File: src/rtl/omsp_atom_violation_ctrl.sv
// Atomicity-violation handler: captures cause/SM ID, waits for an instruction boundary,
// raises a non-maskable IRQ, and escalates to a PUC request on timeout or nesting.
module omsp_atom_violation_ctrl #(
  parameter int CNT_WIDTH          = 8,
  parameter int ACK_TIMEOUT        = 64,
  parameter bit ESCALATE_ON_NESTED = 1'b1
) (
  input  logic                 mclk,
  input  logic                 puc_rst,
  input  logic                 atom_violation,
  input  logic                 inst_clix,
  input  logic                 enter_sm,
  input  logic [15:0]          sm_id,
  input  logic                 inst_boundary,
  input  logic                 irq_ack,
  output logic                 viol_irq,
  output logic                 viol_reset,
  output logic [1:0]           viol_cause,
  output logic [15:0]          viol_sm_id,
  output logic [CNT_WIDTH-1:0] viol_count,
  output logic                 busy
);

  localparam int TW = $clog2(ACK_TIMEOUT) + 1;
  localparam logic [TW-1:0]        TMO_LAST = TW'(ACK_TIMEOUT - 1);
  localparam logic [CNT_WIDTH-1:0] CNT_MAX  = '1;

  typedef enum logic [1:0] {S_IDLE, S_WAIT_BND, S_NOTIFY, S_ESCALATE} state_t;

  state_t         r_state;
  logic [TW-1:0]  r_timer;

  logic [1:0]           w_cause;
  logic [CNT_WIDTH-1:0] w_cnt_inc;
  logic                 w_capture;

  // An unclassified violation is reported as a clix fault.
  assign w_cause   = (enter_sm | inst_clix) ? {enter_sm, inst_clix} : 2'b01;
  assign w_cnt_inc = (viol_count == CNT_MAX) ? viol_count : viol_count + 1'b1;

  // Cause/ID are refreshed only when the violation starts a new handling sequence.
  assign w_capture = atom_violation &
                     ((r_state == S_IDLE) ||
                      (r_state == S_NOTIFY && irq_ack) ||
                      (!ESCALATE_ON_NESTED && (r_state == S_WAIT_BND || r_state == S_NOTIFY)));

  assign viol_irq   = (r_state == S_NOTIFY);
  assign viol_reset = (r_state == S_ESCALATE);
  assign busy       = (r_state != S_IDLE);

  always_ff @(posedge mclk) begin
    if (puc_rst) begin
      r_state    <= S_IDLE;
      r_timer    <= '0;
      viol_cause <= 2'b00;
      viol_sm_id <= 16'h0000;
      viol_count <= '0;
    end else begin
      if (atom_violation) viol_count <= w_cnt_inc;
      if (w_capture) begin
        viol_cause <= w_cause;
        viol_sm_id <= sm_id;
      end
      case (r_state)
        S_IDLE: begin
          if (atom_violation) r_state <= S_WAIT_BND;
        end
        S_WAIT_BND: begin
          if (atom_violation) begin
            if (ESCALATE_ON_NESTED) r_state <= S_ESCALATE;
          end else if (inst_boundary) begin
            r_state <= S_NOTIFY;
            r_timer <= '0;
          end
        end
        S_NOTIFY: begin
          if (irq_ack) begin
            r_state <= atom_violation ? S_WAIT_BND : S_IDLE;
          end else if (atom_violation) begin
            r_state <= ESCALATE_ON_NESTED ? S_ESCALATE : S_WAIT_BND;
          end else if (r_timer == TMO_LAST) begin
            r_state <= S_ESCALATE;
          end else begin
            r_timer <= r_timer + 1'b1;
          end
        end
        S_ESCALATE: r_state <= S_ESCALATE;
        default:    r_state <= S_IDLE;
      endcase
    end
  end

endmodule

File: config.mk
export PLATFORM = sky130hd
export DESIGN_NAME = omsp_atom_violation_ctrl
export DESIGN_NICKNAME = d
export VERILOG_FILES = /design/src/rtl/omsp_atom_violation_ctrl.sv
export SDC_FILE = /design/constraint.sdc
export NUM_CORES = 1
export LEC_CHECK = 0
export ABC_AREA = 1
export ABC_CLOCK_PERIOD_IN_PS = 1500
export BUFFER_PORTS_ARGS = -buffer_cell sky130_fd_sc_hd__buf_4
export CORE_UTILIZATION = 50
export DETAILED_ROUTE_END_ITERATION = 10
export PLACE_DENSITY = 0.79
export REMOVE_ABC_BUFFERS = 1
export SYNTH_ARGS = -nofsm -noshare
export SYNTH_HDL_FRONTEND = slang
export SYNTH_SLANG_ARGS = --single-unit
File: constraint.sdc
create_clock -name mclk -period 1.5 [get_ports mclk]
set_clock_uncertainty 0.05 [all_clocks]
set_input_delay 0.15 -clock mclk [delete_from_list [all_inputs] [get_ports mclk]]
set_output_delay 0.15 -clock mclk [all_outputs]
set_load 0.01 [all_outputs]
==> flow_metrics.tcl <==
set metrics [dict create \
    wl_per_cell_um 12.5 \
    p_int_w 0.00148 \
    fmax_mhz 709 \
    final-hold-violation-count 0 \
    num_antenna_cells 0 \
    coreArea_um2 3080 \
    firstDrtPassIters 4 \
    combPwrFrac_pct 25.0 \
    wirelength_mm 4.53 \
    dr_total_vias 1817 \
    dieWidth_um 59.2 \
    layout_common_cells "buf_4, nand2_1, nor2_1" \
    cts_root_buf "clkbuf_4" \
    grt_usage_pct 27.2 \
    swShare_pct 31.2 \
    start_util_pct 53.2 \
    setup_tns_ps 0 \
    cts_tree "yes" \
    ys_ff_latch 35 \
    yosys.cell_types.count 26 \
    clock-sinks 35 \
    clock_path_buffers 2 \
    antenna_found_initial 0 \
    gp_congestion 0.887 \
    startpoint_type "flip-flop" \
    end_kind "flip-flop" \
    first_global_vias 1615 \
    cp_max_fo 4 \
    areaGrowthSynthToFinish_pct 48.8 \
    portBuffers 51 \
    die_h_um 59.2 \
    hpwlAfterDp_mm 2.74 \
    p_total_w 0.00215 \
    pwr-share-clk_pct 26.4 \
    ant_nets 0 \
    cts_buffers 5 \
    clkTransAtPathRegs_ps 120 \
    powerDensity_nw_per_um2 884 \
    irDropWorstVdd_v 0.000720 \
    slew_viol_final 0 \
    maxSlewHeadroom_pct 80.1 \
    grt_overflow 0 \
    p_seq_share_pct 48.6 \
    synth_top_area_share_pct 42.8 \
    clk_latency_ps 340 \
    worst_pin_slew_ps 298 \
    status "finished clean" \
    syn-cell-area_um2 1640 \
    fill_cells 225 \
    required_ps 1730 \
    drt_iter0_markers 78 \
    switchingPower_w 0.000672 \
    yosys.area.top_type "dfxtp_1" \
    layout_commonest_cell "buf_4" \
    grt_max_degree 18 \
    hp-class "in -> reg" \
    fin_nets 344 \
    yosysSeqAreaShare_pct 42.8 \
    io_pins 52 \
    setup_viol_count_final 0 \
    drive_gt1_share_pct 28.7 \
    arrival_ps 1640 \
    synth.avg_cell_area_um2 6.93 \
    vias_per_cell 4.99 \
    maxCapViolations 0 \
    grt_pass1_wl_mm 7.06 \
    floorplan.rows 20 \
    p_leak_nw 1.19 \
    drc 0 \
    min_period_ps 1410 \
    path_class "reg -> reg" \
    dieArea_um2 3510 \
    synth_warnings 0 \
    period_share_pct 94.1 \
    synth.area.top_cells "dfxtp_1, nand2_1, nor2_1, o21ai_0, inv_1" \
    cts_htree_levels 2 \
    postSynthCellCount 236 \
]
[worst paths after layout]
path / from / slack, ps / endpoint / cells after the start
setup / recovery: r_timer[0] / 90 / r_timer[0] / 8
hold / removal: enter_sm / 60 / viol_cause[1] / 3
setup reg to reg: r_timer[0] / 90 / r_timer[0] / 8
hold reg to reg: viol_cause[1] / 430 / viol_cause[1] / 2
[power groups by stage]
stage	Combinational, W	Clock, W	Sequential (W)
2_1_floorplan	0.000207	0	0.00109
3_3_place_gp	0.000464	0	0.00106
3_5_place_dp	0.000472	0	0.00106
4_1_cts	0.000515	0.000585	0.00104
5_1_grt	0.000582	0.000634	0.00106
6_report	0.000538	0.000569	0.00105
[per-layer routing]
metal  global-route usage, %  up-vias  part of all wire, %
li1                        -      916                    -
met1                    31.2      834                   43
met2                    46.9       52                   50
met3                    8.52       15                  5.4
met4                    10.5        0                  2.3
met5                       0        -                    0
[what timing repair did]
item / in CTS / in global routing
hold buffers: 17 / 1
setup endpoints to repair: 13 / 17
resized for setup: 4 / 13
hold endpoints to repair: 17 / 3
setup buffers: 0 / 1
[state kept, by name, summed over array words and instances (netlist names)]
name        count
r_timer         7
viol_count      8
viol_sm_id     16
r_state         2
viol_cause      2
[through the flow]
| step | cells | util, % | worst slack, ps | hold slack (ps) | cell area, um2 |
|---|---|---|---|---|---|
| after floorplan | 231 | - | 88.6 | 169 | 1600 |
| after global placement | 337 | 69.0 | 12.3 | 320 | 2120 |
| after detailed placement | 337 | 69.0 | -36.4 | 330 | 2120 |
| after CTS | 362 | 77.1 | 1.92 | 0.537 | 2370 |
| after global routing | 364 | 79.1 | -4.77 | 41.9 | 2430 |
| final | 364 | 79.1 | 88.6 | 62.2 | 2430 |
[logic make-up (layout without fill, tap and decap cells)]
| kind of cell | after synthesis | in the layout | synth area share [%] |
|---|---|---|---|
| adder cells (fa/ha/maj) | 2 | 2 | 1.53 |
| AND/OR/NAND/NOR | 129 | 129 | 33.1 |
| AO/OA/AOI/OAI | 37 | 37 | 12.4 |
| flip-flops | 35 | 35 | 42.8 |
| buffers and inverters | 28 | 112 | 7.49 |
| XOR/XNOR | 5 | 5 | 2.68 |
[cells in the mapped netlist]
cell type	n
buf_6	2
nand3_1	9
dfxtp_1	35
nand2_4	1
inv_2	2
nand4_1	4
nor2_1	53
o21ai_1	4
xor2_1	4
a31oi_1	1
nand3b_1	1
xnor2_1	1
nor3_1	1
inv_4	1
nand2_1	56
a21oi_1	12
nor2_8	1
ha_1	2
o21ai_0	17
o21bai_1	1
inv_1	20
o211ai_1	1
nand2_2	2
clkbuf_1	3
a21oi_4	1
nor2_2	1
[critical path, stage by stage (launching register included)]
cell and delay (ps):
dfxtp_4 380, ha_4 170, nand3_1 100, inv_1 60
nand2_1 90, nand2_2 70, nor2_2 180, o21ai_0 140
nor2_1 110
[layout make-up]
| type | instances | area (um2) | area share [%] |
|---|---|---|---|
| Clock inverter | 2 | 16.3 | 0.668 |
| Timing Repair Buffer | 81 | 657 | 27.0 |
| Clock buffer | 6 | 51.3 | 2.11 |
| Inverter | 23 | 88.8 | 3.65 |
| Tap cell | 44 | 55.1 | 2.26 |
| Multi-Input combinational cell | 173 | 858 | 35.3 |
| Sequential cell | 35 | 708 | 29.1 |
No activity file was read; power rests on OpenSTA's default activity.
